$ cat config.mk
export PLATFORM = sky130hd
export DESIGN_NAME = radar_pulse_sched
export DESIGN_NICKNAME = d
export VERILOG_FILES = /design/src/rtl/radar_pulse_sched.sv
export SDC_FILE = /design/constraint.sdc
export NUM_CORES = 1
export LEC_CHECK = 0
export CAP_MARGIN = 40
export CORE_MARGIN = 2
export CORE_UTILIZATION = 54
export CTS_CLUSTER_DIAMETER = 50
export DETAILED_ROUTE_END_ITERATION = 8
export HOLD_SLACK_MARGIN = 0.08
export PLACE_DENSITY = 0.76
export SYNTH_ARGS = -nofsm -noshare
export SYNTH_HDL_FRONTEND = slang
export SYNTH_SLANG_ARGS = --single-unit
$ cat constraint.sdc
create_clock -name sys_clk -period 6.79 [get_ports sys_clk]
set_clock_uncertainty 0.1 [all_clocks]
set_input_delay 1.0185 -clock sys_clk [delete_from_list [all_inputs] [get_ports sys_clk]]
set_output_delay 1.0185 -clock sys_clk [all_outputs]
set_load 0.01 [all_outputs]
$ cat src/rtl/radar_pulse_sched.sv
// Radar pulse scheduler: latches a pulse configuration and drives the transmit gate and per-pulse DDS word.
// Define RADAR_SCHED_LFSR_HOP_EN to replace the bit-reversed hop order with an LFSR-driven one.
module radar_pulse_sched #(
  parameter int          CNT_W    = 26,
  parameter int          FW_W     = 32,
  parameter int          N_STEP   = 8,
  parameter int          STEP_W   = $clog2(N_STEP),
  parameter int          GATE_DLY = 5,
  parameter logic [31:0] FW_SCALE = 32'd8589934,
  parameter int unsigned PW_SCALE = 100
) (
  input  logic              sys_clk,
  input  logic              sys_rst_n,
  input  logic              cfg_load,
  input  logic [3:0]        mode_sel,
  input  logic [10:0]       t_width,
  input  logic [6:0]        duty,
  input  logic [8:0]        f_base,
  output logic [FW_W-1:0]   f_word,
  output logic [FW_W-1:0]   fw_cur,
  output logic              gate,
  output logic              gate_dly,
  output logic              pulse_start,
  output logic [STEP_W-1:0] step_idx,
  output logic              cfg_err
);

  // state | meaning
  // IDLE  | no valid configuration; outputs quiet
  // CALC  | one cycle deriving f_word, PW, PRI and cfg_err
  // ON    | gate currently driven high
  // OFF   | gate currently low, waiting for the period to wrap
  typedef enum logic [1:0] {IDLE, CALC, ON, OFF} state_t;

  localparam logic [STEP_W:0] ONE = 1;

  state_t            state;
  logic [3:0]        mode_q;
  logic [10:0]       tw_q;
  logic [6:0]        duty_q;
  logic [8:0]        fb_q;
  logic [CNT_W-1:0]  pw, pri, cnt;
  logic              cont_q, started;

  logic [CNT_W-1:0]  pw_c, pri_c;
  logic              cfg_bad, on_now, last;
  logic [STEP_W-1:0] rev_idx;
  logic [STEP_W:0]   mult;
  logic [FW_W-1:0]   fw_mul;

`ifdef RADAR_SCHED_LFSR_HOP_EN
  logic [15:0] lfsr;
  logic        lfsr_fb;
  assign lfsr_fb = lfsr[15] ^ lfsr[13] ^ lfsr[12] ^ lfsr[10];
`endif

  assign pw_c    = CNT_W'(PW_SCALE * tw_q);
  assign pri_c   = CNT_W'(pw_c * duty_q);
  assign cfg_bad = (tw_q == '0) | (duty_q == '0) | !$onehot(mode_q);
  assign on_now  = cont_q | (cnt < pw);
  assign last    = (cnt == pri - CNT_W'(1));

  always_comb begin
    rev_idx = '0;
    for (int i = 0; i < STEP_W; i++) rev_idx[i] = step_idx[STEP_W-1-i];
  end

  always_comb begin
    mult = ONE;
    if (mode_q[2]) mult = {1'b0, step_idx} + ONE;
`ifdef RADAR_SCHED_LFSR_HOP_EN
    else if (mode_q[3]) mult = {1'b0, lfsr[STEP_W-1:0]} + ONE;
`else
    else if (mode_q[3]) mult = {1'b0, rev_idx} + ONE;
`endif
  end

  assign fw_mul = f_word * FW_W'(mult);

  always_ff @(posedge sys_clk or negedge sys_rst_n) begin
    if (!sys_rst_n) begin
      state       <= IDLE;
      mode_q      <= '0;
      tw_q        <= '0;
      duty_q      <= '0;
      fb_q        <= '0;
      pw          <= '0;
      pri         <= '0;
      cnt         <= '0;
      cont_q      <= 1'b0;
      started     <= 1'b0;
      f_word      <= '0;
      fw_cur      <= '0;
      gate        <= 1'b0;
      pulse_start <= 1'b0;
      step_idx    <= '0;
      cfg_err     <= 1'b0;
`ifdef RADAR_SCHED_LFSR_HOP_EN
      lfsr        <= '0;
`endif
    end else if (cfg_load) begin
      state       <= CALC;
      mode_q      <= mode_sel;
      tw_q        <= t_width;
      duty_q      <= duty;
      fb_q        <= f_base;
      cnt         <= '0;
      step_idx    <= '0;
      started     <= 1'b0;
      gate        <= 1'b0;
      fw_cur      <= '0;
      pulse_start <= 1'b0;
`ifdef RADAR_SCHED_LFSR_HOP_EN
      lfsr        <= 16'hACE1;
`endif
    end else begin
      case (state)
        IDLE: begin
          gate        <= 1'b0;
          fw_cur      <= '0;
          pulse_start <= 1'b0;
        end
        CALC: begin
          f_word  <= FW_W'(FW_SCALE * fb_q);
          pw      <= pw_c;
          pri     <= pri_c;
          cont_q  <= mode_q[0] | (duty_q == 7'd1);
          cfg_err <= cfg_bad;
          state   <= cfg_bad ? IDLE : ON;
        end
        default: begin
          gate        <= on_now;
          fw_cur      <= on_now ? fw_mul : '0;
          // Continuous transmission announces itself only once.
          pulse_start <= on_now && (cnt == '0) && !(cont_q && started);
          if (on_now && (cnt == '0)) started <= 1'b1;
          cnt         <= last ? '0 : cnt + CNT_W'(1);
          if (last) begin
            if (mode_q[2] | mode_q[3]) step_idx <= step_idx + STEP_W'(1);
`ifdef RADAR_SCHED_LFSR_HOP_EN
            lfsr <= {lfsr[14:0], lfsr_fb};
`endif
          end
          state <= on_now ? ON : OFF;
        end
      endcase
    end
  end

  generate
    if (GATE_DLY == 0) begin : g_nodly
      assign gate_dly = gate;
    end else begin : g_dly
      logic [GATE_DLY-1:0] dly_sr;
      always_ff @(posedge sys_clk or negedge sys_rst_n) begin
        if (!sys_rst_n) dly_sr <= '0;
        else            dly_sr <= (dly_sr << 1) | GATE_DLY'(gate);
      end
      assign gate_dly = dly_sr[GATE_DLY-1];
    end
  endgenerate

endmodule

; Word-level counts from Yosys, hierarchy flattened
; Index checks and enable logic that the tools add are counted.
; Widths: inputs -> output; s select.
[word_totals]
regBits = 175
latch_bits = 0
ram_bits = 0
romBits = 0
inputBits = 34
output_inout_bits = 71
wordCells = 83
memories = 0
[classes]
addsub = 8
multipliers = 4
n_div = 0
order_cmp = 1
n_eq_ne = 7
shift = 0
n_mux = 23
bitwise = 7
n_reduce_logical = 16
[ops]
columns = op, n
row1 = $mux 26, 3
row2 = $mux 32, 2
row3 = $pmux 32 s2, 1
row4 = $mul 23x9->31 const A, 1
row5 = $mul 31x4->31, 1
row6 = $add 26x1->26 const B, 1
row7 = $eq 26x26->1, 1
row8 = $logic_not 26->1, 1
row9 = $lt 26x18->1, 1
row10 = $sub 26x1->26 const B, 1
row11 = $mul 16x7->23, 1
row12 = $mul 5x11->16 const A, 1
row13 = $mux 3, 4
row14 = $logic_not 11->1, 1
row15 = $add 3x1->4 const B, 2
row16 = $mux 4, 2
row17 = $eq 7x1->1 const B, 1
row18 = $logic_not 7->1, 1
row19 = $mux 1, 6
row20 = $reduce_bool 2->1, 3
row21 = $or 1x1->1, 5
row22 = $or 5x1->5, 1
row23 = $add 1x1->2, 2
row24 = $mux 2, 2
row25 = other kinds (15), 21

; Longest topological paths before layout
; Gate-level depths: netlist of the first run.
[logic_depth]
depth_word = 8
depth_mapped = 33
mapped_depth_nobuf = 32

; Worst setup path before layout of the first run
; No wires, ideal clock.
[synth_timing]
kind = register to register
from = register tw_q[2]
to = register pri[24]
setup_ps = 133
arrival_ps = 7120
required_time_ps = 6557
setup_slack_ps = -563
stages_incl_launch_ff = 30
n_path_buf = 1
period_less_slack_ps = 7353
path_cell_list = dfrtp_1 clkbuf_1 inv_1 ha_1 ha_1 fa_1 ha_1 nor2b_1 o21ai_0 nand2b_1 a21o_1 a21o_1 a31oi_1 o311ai_0 and2_1 fa_1 fa_1 fa_1 inv_1 fa_1 inv_1 ha_1 or2_2 a21oi_1 a211oi_1 nor3_1 a21oi_1 nor2_1 xnor2_1 o21ai_0
[synth_via]
elab_chain_cells = 2
[synth_lines]
columns = item, line
row1 = start: declaration, 39  ; logic [10:0] tw_q;
row2 = start signal: assignment, 104  ; tw_q <= t_width;
row3 = $mul 5x11->16, 57  ; assign pw_c = CNT_W'(PW_SCALE * tw_q);
row4 = $mul 16x7->23, 58  ; assign pri_c = CNT_W'(pw_c * duty_q);
row5 = end signal: assignment, 126  ; pri <= pri_c;
row6 = end: declaration, 42  ; logic [CNT_W-1:0] pw, pri, cnt;
; Every way passes these cells.
; A chain may end at the register's enable or synchronous reset.

; Worst setup path in the final report of the first run
; Same ends and word-level chain as after synthesis.

==> metrics, run 1 <==
Final Cell Area 0.0217 sq mm; Final Hold Viols 0; Tcrit/Tclk final 103%; RSZ-0062 raised after global routing yes; Chip Width 190 microns; routability cong. 0.912; Final nets between 2000 and 3000; Final setup viols 6; synth warn 0; grt ovf 0; layout filler cell count around 2800; Non-Filler Instances 2716; critical path's most frequent cell fa_1; share of cells above drive strength 1 9.20%; Req. time, crit path around 7000 ps; Fmax 0.143 GHz; worst hold path type in -> async; first-pass GRT wire length around 75000 microns; Post-DRT Antenna Nets 0; Routed WL 45800 microns; Starting Density roughly 55%; mean post-synth cell area 8.83 sq um; Slew @ Worst Pin about 830 ps; Placed Cells 2662; register area share after synthesis 23.1%; Worst Setup Slack, final -180 ps; DR iter-0 viols 912; CP Max Fanout 5; DR vias 15300; Synth cell types 74; diode count 0; initial antenna violation count 0; Cell Area, Synth 0.0187 sq mm; Root Driver clkbuf_16; largest net degree at the start of global routing 96; Die Y roughly 190 microns; clock period minus worst slack ~7000 ps; Slowest cell on crit path fa_1; Avg Vias per Cell ~5.6; Critical Path AT 7190 ps; EDFF count, synth 0; row count 68; Worst setup EP type register; clock sink count 173; dpl cell area a little over 0.02 sq mm; insertion delay to the later sink of the worst-skew pair around 460 ps; Pins Over Slew Limit 0; worst r2r src tw_q[2]; Top Ports 105; CTS clk-pin slew, worst paths roughly 70 ps; CTS Buf Count 17; CORE AREA 0.0344 sq mm; # H-tree levels 4; asr flop ratio synth 100%; Setup CP Type reg -> reg; Die Area 0.0362 sq mm; Max Cap Violations 0; worst rel slew slack 44.3%; Synth Instances 2123; Layout Area Growth over Synthesis 15.9%; outcome complete, but fails checks; max incr delay on CP 580 ps; element type at the critical path start register; post-DP HPWL 35700 microns; failing checks setup timing; worst setup path start tw_q[2]; Max clock buf depth 2; CTS tree built; Port Buf Inserts 102; WL per Instance 16.9 microns; Synth Flop Type dfrtp_1; global router's overall resource usage 25.8%; drt first pass iters 8; synthesis-stage register bit count 173; vias in the first global route 15200; DRC Markers 0
-- critical path, delay by kind of cell (launching register included) --
family,cells,cell delay [ps]
AND/OR/NAND/NOR,6,1010
buffers and inverters,4,360
flip-flops,1,450
XOR/XNOR,2,320
AO/OA/AOI/OAI,8,1120
adder cells (fa/ha/maj),9,3470
-- final timing paths --
check | endpoint | cells after the start | slack (ps)
max | pri[24] | 29 | -180
min | cnt[18] | 1 | 250
max reg2reg | pri[24] | 29 | -180
min reg2reg | g_dly.dly_sr[4] | 0 | 250
max in group asynchronous | tw_q[2] | 3 | 5510
min in group sys_clk | g_dly.dly_sr[4] | 0 | 250
-- logic make-up after synthesis --
kind of cell | Yosys count | synth area share, %
fa+ha+maj | 382 | 32.2
mux | 22 | 1.27
flops | 173 | 23.1
compound gates | 395 | 13.2
other cells | 1 | 0.0200
buf+inv | 346 | 7.07
xor+xnor | 114 | 5.33
simple gates | 690 | 17.8
-- state kept, by name, indices dropped and copies added, names as in the netlist --
signal,count
f_word,31
fw_cur,31
cnt,26
pri,23
pw,16
tw_q,11
fb_q,9
duty_q,7
g_dly.dly_sr,5
mode_q,4
step_idx,3
state,2
cfg_err,1
cont_q,1
gate,1
pulse_start,1
started,1
-- cells in the mapped netlist (all sizes together), types with 35 or more instances --
cell	n	area (sq um)
a21oi	80	400
and2	108	676
clkbuf	65	244
dfrtp	173	4330
fa	167	3340
ha	215	2690
inv	270	1010
nand2	302	1130
nand3	35	175
nor2	96	363
o21ai	147	747
xnor2	70	613
xor2	44	385
-- metrics by stage --
stage                     hold WS, ps  worst slack (ps)  util (%)  TNS [ps]
after floorplan                   231             -10.7         -     -10.7
after detailed placement          238              -235      60.0      -728
after global routing              243              -463      63.2     -2460
after CTS                         240             -96.9      62.5      -160
after global placement            235             -69.5      59.9     -69.5
final                             251              -180      63.2      -488
-- cells in the final DEF, fill, tap and decap left out, drive strengths merged, types with 16 or more instances in the layout --
cell             n
nand2          302
inv            275
ha             215
dfrtp          173
fa             167
o21ai          147
and2           108
clkdlybuf4s50  100
nor2            96
buf             81
a21oi           80
xnor2           70
xor2            44
nand3           35
a21o            30
a22o            27
nor3            26
clkbuf          20
nand2b          19
o21a            17
nor4            17
a211oi          16
-- what timing repair did --
action,4_1_cts,5_1_grt
cloned,0,0
hold buffers,0,0
setup buffers,12,13
hold endpoints to repair,0,0
pin swaps,17,58
endpoints found under the setup margin,6,11
resized for setup,24,41
-- layer usage --
| metal | track usage, % | vias up | part of all wire (%) |
|---|---|---|---|
| li1 | - | 7288 | - |
| met1 | 35.5 | 7432 | 45 |
| met2 | 41.7 | 495 | 46 |
| met3 | 4.84 | 77 | 6.0 |
| met4 | 7.13 | 0 | 2.4 |
| met5 | 0 | - | 0 |
-- cell type report --
cell class | instances | area [sq um] | share of cell area (%)
Clock buffer | 20 | 457 | 2.10
Clock inverter | 12 | 151 | 0.697
Inverter | 270 | 1010 | 4.66
Multi-Input combinational cell | 1605 | 13500 | 62.3
Sequential cell | 173 | 4330 | 19.9
Tap cell | 455 | 569 | 2.62
Timing Repair Buffer | 181 | 1670 | 7.70
Power of run 1 is not shown: default switching activity piles up to over one toggle a cycle in this logic, so the estimate is an artifact.
==> run 2, diff against run 1 <==
- CTS_CLUSTER_DIAMETER: 50 -> 150
- HOLD_SLACK_MARGIN: 0.08 -> 0.1
==> results of run 2 <==
Final layout, timing and power as in run 1 (identical DEF).
Power of run 2 is left out for the same reason.
